File: config.mk
export PLATFORM = sky130hd
export DESIGN_NAME = serial_word_feeder
export DESIGN_NICKNAME = d
export VERILOG_FILES = /design/src/rtl/serial_word_feeder.sv
export SDC_FILE = /design/constraint.sdc
export NUM_CORES = 1
export LEC_CHECK = 0
export CORE_UTILIZATION = 49
export DETAILED_ROUTE_END_ITERATION = 12
export GPL_ROUTABILITY_DRIVEN = 1
export PLACE_DENSITY = 0.8
export SYNTH_ARGS = -nofsm -noshare
export SYNTH_HDL_FRONTEND = slang
export SYNTH_SLANG_ARGS = --single-unit
export TNS_END_PERCENT = 1
File: constraint.sdc
create_clock -name clk -period 2.7 [get_ports clk]
set_clock_uncertainty 0.15 [all_clocks]
set_input_delay 0.54 -clock clk [delete_from_list [all_inputs] [get_ports clk]]
set_output_delay 0.54 -clock clk [all_outputs]
set_load 0.005 [all_outputs]
File: src/rtl/serial_word_feeder.sv
// serial_word_feeder: valid/ready word serializer driving a bit-serial detector input
module serial_word_feeder #(
  parameter int WIDTH     = 8,
  parameter bit MSB_FIRST = 1'b1,
  parameter bit IDLE_BIT  = 1'b0
) (
  input  logic             clk,
  input  logic             rst,
  input  logic [WIDTH-1:0] din,
  input  logic             din_valid,
  output logic             din_ready,
  input  logic             bit_en,
  output logic             ser_out,
  output logic             ser_valid,
  output logic             last_bit,
  output logic             busy,
  output logic [15:0]      words_sent
);
  localparam int BW = $clog2(WIDTH + 1);
  localparam logic [0:0] IDLE  = 1'b0;
  localparam logic [0:0] SHIFT = 1'b1;
  logic [0:0]       state;
  logic [WIDTH-1:0] sr;
  logic [BW-1:0]    bits_left;
  logic             step, consume_last, xfer;
  // All outputs decode flops only; din_ready alone looks at bit_en so a new word can chain in with no gap.
  always_comb begin
    step         = state == SHIFT && bit_en;
    last_bit     = state == SHIFT && bits_left == BW'(1);
    consume_last = step && bits_left == BW'(1);
    din_ready    = rst && (state == IDLE || consume_last);
    xfer         = din_valid && din_ready;
    ser_valid    = state == SHIFT;
    busy         = ser_valid;
    ser_out      = ser_valid ? (MSB_FIRST ? sr[WIDTH-1] : sr[0]) : IDLE_BIT;
  end
  always_ff @(posedge clk or negedge rst) begin
    if (!rst) begin
      state      <= IDLE;
      sr         <= '0;
      bits_left  <= '0;
      words_sent <= '0;
    end else begin
      if (xfer) begin
        state     <= SHIFT;
        sr        <= din;
        bits_left <= BW'(WIDTH);
      end else if (consume_last) begin
        state     <= IDLE;
        sr        <= '0;
        bits_left <= '0;
      end else if (step) begin
        sr        <= MSB_FIRST ? sr << 1 : sr >> 1;
        bits_left <= bits_left - BW'(1);
      end
      if (consume_last) words_sent <= words_sent + 16'd1;
    end
  end
endmodule

==> metrics.txt, run 1 <==
gp weighted congestion 0.844; final wirelength 3.15 mm; Core Rows 19; met2 WL post-DR 1.56 mm; Seq/Total Area, Yosys 0.496; Worst R2R Setup Slack 0.44 ns; max-cap viol count 0; CTS Buf Count 5; syn_nets 146; DP Worst Slack 0.115 ns; DR top layer met4; Worst Path Class, Setup flip-flop to primary output; Die Ht 56.7 um; initial drt markers 26; post-DP HPWL 2.29 mm; layout cells sized above 1 0.154; Hold Startpoint words_sent[15]; initial antenna violation count 0; Vias/cell 5.88; CTS root buf clkbuf_4; Die X 56.7 um; Least-Margin Pin Slew 0.501 ns; TritonCTS clock tree yes; worst-case clock buffer depth 2; crit share post-route 0.938; vias in the first global route 1228; worst flop-to-flop path startpoint bits_left[1]; post-layout minimum cycle time 2.53 ns; largest family of logic cells by synthesized area simple AND/OR/NAND/NOR gates; f_max 0.395 GHz; worst hold path type flip-flop to flip-flop; port bufs 32; remaining global-route overflow 0; reg2reg end sr[4]; hold buffers post-CTS 0; post-synthesis mux area share 0.0932; Seq cells post-synth 29; failing checks design-rule violations; CP Data Arrival Time 1.84 ns; Final WS setup 0.168 ns; # IOs 33; PwrDens 763 nW/um^2; CP max FO 3; Diodes inserted 0; metal3 WL 135 um; status complete, but fails checks; Post-Synth Adder-Cell Area 0.0256; vias 1176; Post-Synth Simple-Gate Area 0.182; CP startpoint kind flip-flop; top-area cell type share of the netlist area 0.496; clk sinks 29; Avg WL per Cell 15.8 um; leading area contributor after synthesis dfrtp_1; Final ANT Viol Nets 0; predominant post-synthesis flop cell dfrtp_1; ys async rst share 1.00; total core area 2810 um^2; Synth cell types 32; Area Growth Syn to Fin 29.1%; routed length on met1 1.35 mm; largest vdd supply drop 0.501 mV; post-route setup TNS 0 ns; YS warnings 0; Post-Syn Area per Cell 11.2 um^2; fin. max-slew vios 0; Post-synth EDFFs 0; Final Hold Fails 0; RSZ-0062 raised after global routing no; post-synthesis compound-gate area fraction 0.0812; total die area 3210 um^2; XOR/XNOR share of the synthesized area 0.0897; initial core utilization 0.522; cells after synthesis 131; DRC viols 4; setup violators final 0; R2R depth 6; Worst-Skew Late Latency 0.34 ns; Synth area leaders dfrtp_1, mux2_4, xnor2_1, a22o_1, nand2_1; DRT Pass-1 Iters 8; Hold Path Depth 1; CTS H-tree depth 2; Worst setup EP type primary output; clk slew on worst S/H paths 0.09 ns; largest net degree at the start of global routing 30; overall power 0.00144 W; Slew headroom 0.665; Min-Delay Endpoint words_sent[15]; GR Util All Layers 0.232; Mapped Area 1460 um^2; nets 184; Leakage Power 0.851 nW; first-pass GRT wire length 5.41 mm; Worst EP required 2.01 ns
## report_power, final
group | switching, W | internal, W | total (W)
combinational | 0.000210 | 0.000314 | 0.000523
clock | 0.000146 | 0.000123 | 0.000268
sequential | 0.000115 | 0.000535 | 0.000650
total | 0.000471 | 0.000971 | 0.00144
## placed cells by master (no fill, tap or decap), types with 3 or more instances in the layout
cell             Yosys  final
clkdlybuf4s50_1      0     31
dfrtp_1             29     29
nand2_1             12     12
xnor2_1             12     12
nand3_1              7      7
nor2_1               7      7
a22o_1               7      7
mux2_4               7      7
and2_1               5      5
clkbuf_4             0      5
buf_4                1      5
and3_1               4      4
nand4_1              4      4
o21ai_0              4      4
xor2_1               3      3
nor3_1               3      3
## sequential cells by signal, summed over array words and instances (netlist names)
signal      cells
words_sent     16
busy            1
sr              8
bits_left       4
## through the flow
| step | util | hold slack [ns] | instance area (um^2) | cells |
|---|---|---|---|---|
| global placement | 0.648 | 0.313 | 1820 | 192 |
| finish | 0.674 | 0.332 | 1890 | 200 |
| floorplan | - | 0.0944 | 1460 | 131 |
| CTS | 0.668 | 0.341 | 1870 | 199 |
| global route | 0.674 | 0.353 | 1890 | 200 |
| detailed placement | 0.648 | 0.325 | 1820 | 192 |
## worst max-delay path by stage
stage	startpoint	end	cells after the start
3_5_place_dp	bit_en	din_ready	5
6_report	bits_left[1]	last_bit	5
5_1_grt	bits_left[1]	last_bit	5
4_1_cts	bits_left[1]	din_ready	6
3_3_place_gp	bit_en	din_ready	5
2_1_floorplan	bits_left[1]	sr[1]	7
## logic make-up (layout without fill, tap and decap cells)
group | Yosys count | in the layout
DFF | 29 | 29
buffers and inverters | 9 | 47
and+or+nand+nor | 49 | 49
muxes | 10 | 10
xor gates and xnor gates | 15 | 15
AOI/OAI and AO/OA | 16 | 16
adders and majority gates | 3 | 3
## critical path: stages, from the launching register on
cell	delay, ns
dfrtp_1	0.40
inv_2	0.08
ha_2	0.18
nor3b_2	0.20
and2_1	0.15
clkdlybuf4s50_1	0.50
## cell usage after synthesis, types with 2 or more instances
cell type,instances
nand2_1,12
mux2_4,7
buf_2,2
and3_1,4
mux2i_1,2
clkbuf_1,2
dfrtp_1,29
nor3_1,3
xnor2_1,12
xor2_1,3
nand3_1,7
and4_1,2
ha_1,3
a22o_1,7
o21ai_0,4
nor2_1,7
nand4_1,4
inv_1,3
and2_1,5
## layer usage
metal | vias to the layer above | GRT usage
met5 | - | 0
met4 | 0 | 0.161
met3 | 12 | 0.0553
met2 | 31 | 0.366
met1 | 594 | 0.279
li1 | 539 | -
## layout make-up
class / instances / area (um^2)
fillers: 232 / 916
flip-flops and latches: 29 / 726
multi-input cells: 93 / 706
repair buffers: 37 / 353
clock buffers: 7 / 55.1
well taps: 31 / 38.8
inverters: 3 / 11.3
## what timing repair did
action	4_1_cts	5_1_grt
endpoints found under the setup margin	1	2
gates cloned	0	0
endpoints found under the hold margin	0	0
pin swaps	1	1
gates resized for setup	3	4
buffers inserted	0	1
Note: power is estimated with default switching activity, not from simulation.
==> inputs of run 2 (changes only) <==
- ABC_AREA: default -> 1
- CORE_UTILIZATION: 49 -> 51
- PLACE_DENSITY: 0.8 -> 0.81
==> run 2 against run 1 <==
  * The run now ends clean
  * Synthesized area is 13% higher
  * Sequential share of layout area is 3.8 points lower
  * Utilization is 1.3 points higher
  * Synthesized cell count is 74% higher
  * First-iteration DRC count grew to 2.8 times the previous value
  * Register-to-register slack better by 0.39 ns
  * Critical path depth is 1 higher
  * Combinational power is 14% higher
  * Worst setup slack worse by 0.066 ns
  * Sequential cell count stayed put
  * Cell area is 11% higher
  * Worst hold slack better by 0.010 ns
  * Largest power group unchanged
==> metrics.txt, run 2 <==
status finished, final reports clean; syn_nets 243; worst flop-to-flop path startpoint bits_left[1]; total die area 3470 um^2; Post-CTS Setup Bufs 0; Fillers 276; first-pass GRT wire length 5.99 mm; post-DP HPWL 2.51 mm; top-area cell type share of the netlist area 0.439; fin. max-slew vios 0; Post-synth EDFFs 0; vias 1542; Vias/cell 4.96; Sequential Area 726 um^2; worst-case clock buffer depth 2; Largest regs words_sent (16), sr (8), bits_left (4); largest net degree at the start of global routing 39; Area Growth Syn to Fin 27.0%; Critical Path Sink din_ready; Fin Hold WS 0.343 ns; most frequent cells in the layout nand2_1, clkdlybuf4s50_1, dfrtp_1, inv_1, nor2_1; Diodes inserted 0; GR Util All Layers 0.234; YS warnings 0; Final Hold Fails 0; CTS root buf clkbuf_4; Core Rows 20; Worst R2R Setup Slack 0.83 ns; RSZ-0062 raised after global routing no; DRT Pass-1 Iters 4; max reg flops 16; max-cap viol count 0; Seq cells post-synth 29; post-route setup TNS 0 ns; Slew headroom 0.501; final core utilization 0.687; Die X 58.9 um; remaining global-route overflow 0; post-layout minimum cycle time 2.60 ns; clk sinks 29; most frequent cells after synthesis nand2_1, dfrtp_1, inv_1; # IOs 33; cells after synthesis 228; largest vdd supply drop 0.585 mV; clk slew on worst S/H paths 0.10 ns; post-CTS sizing 0; R2R depth 8; most frequent cell after synthesis nand2_1; gp weighted congestion 0.861; Post-Syn Area per Cell 7.24 um^2; initial antenna violation count 0; leading area contributor after synthesis dfrtp_1; ys async rst share 1.00; worst hold path type flip-flop to flip-flop; nets 281; crit share post-route 0.962; Worst EP required 2.01 ns; Worst setup EP type primary output; Biggest register words_sent; reg2reg end bits_left[2]; hold buffers post-CTS 0; port bufs 32; CP max FO 2; CTS H-tree depth 2; Worst Path Class, Setup input port to primary output; final wirelength 3.54 mm; initial core utilization 0.541; vias in the first global route 1439; most common cell after layout, fill and taps aside nand2_1; Hold Path Depth 2; setup violators final 0; initial drt markers 72; CTS Buf Count 5; PwrDens 760 nW/um^2; crit path from bit_en; predominant post-synthesis flop cell dfrtp_1; Avg WL per Cell 11.4 um; total core area 3050 um^2; DRC viols 0; area of the multi-input gates 791 um^2; layout cells sized above 1 0.0787; CP Data Arrival Time 1.91 ns; f_max 0.385 GHz; Seq/Total Area, Yosys 0.439; Synth cell types 24; Synth area leaders dfrtp_1, nand2_1, inv_1, nor2_1, nand4_1; CP startpoint kind input port; Final ANT Viol Nets 0; Die Ht 58.9 um; Leakage Power 1.03 nW; Mapped Area 1650 um^2; Worst-Skew Late Latency 0.33 ns; TritonCTS clock tree yes; overall power 0.00159 W; Least-Margin Pin Slew 0.745 ns
[run 2: cell types whose count changed after synthesis, moves of 7 or more]
cell	change
a22o_1	-7
inv_1	+22
mux2_4	-7
nand2_1	+83
nand4_1	+7
nor2_1	+13
[run 2: cell families (layout without fill, tap and decap cells)]
group | count (synthesis) | count (layout) | synth area share
AO/OA/AOI/OAI | 11 | 11 | 0.0356
flip-flops | 29 | 29 | 0.439
buffers and inverters | 32 | 71 | 0.0818
XOR/XNOR | 10 | 10 | 0.0530
adder cells (fa/ha/maj) | 3 | 3 | 0.0227
AND/OR/NAND/NOR | 143 | 143 | 0.367
[run 2: critical path: stages]
cell             delay, ns
clkdlybuf4s50_1       0.47
nand2_2               0.06
inv_2                 0.06
nand3_2               0.05
a21boi_0              0.18
clkdlybuf4s50_1       0.54
[run 2: layout make-up]
| class | instances | area share |
|---|---|---|
| Multi-Input combinational cell | 167 | 0.377 |
| Clock buffer | 7 | 0.0310 |
| Clock inverter | 1 | 0.00239 |
| Tap cell | 44 | 0.0263 |
| Sequential cell | 29 | 0.346 |
| Inverter | 26 | 0.0465 |
| Timing Repair Buffer | 37 | 0.171 |
[run 2: how the worst min path moves through the flow]
stage | from | endpoint | slack (ns)
after floorplan | rst | bits_left[0] | 0.09
after global placement | sr[2] | sr[2] | 0.31
after detailed placement | sr[6] | sr[6] | 0.32
after CTS | sr[6] | sr[6] | 0.34
after global routing | sr[2] | sr[2] | 0.37
final | sr[6] | sr[6] | 0.34
[run 2: report_power, final]
group	leakage, nW	internal (W)	switching, W
Clock	0.0413	0.000151	0.000159
Sequential	0.373	0.000564	0.000123
Combinational	0.616	0.000300	0.000296
[run 2: routing by layer]
metal | track usage | vias up | share of wire
li1 | - | 788 | -
met1 | 0.272 | 699 | 0.46
met2 | 0.388 | 49 | 0.48
met3 | 0.0681 | 6 | 0.050
met4 | 0.129 | 0 | 0.012
met5 | 0 | - | 0
[run 2: metrics by stage]
| stage | std cells | instance area, um^2 | worst slack (ns) |
|---|---|---|---|
| final | 311 | 2100 | 0.102 |
| after global routing | 311 | 2100 | 0.0274 |
| after CTS | 311 | 2100 | 0.0811 |
| after detailed placement | 303 | 2030 | 0.0896 |
| after global placement | 303 | 2030 | 0.131 |
| after floorplan | 228 | 1650 | 0.839 |
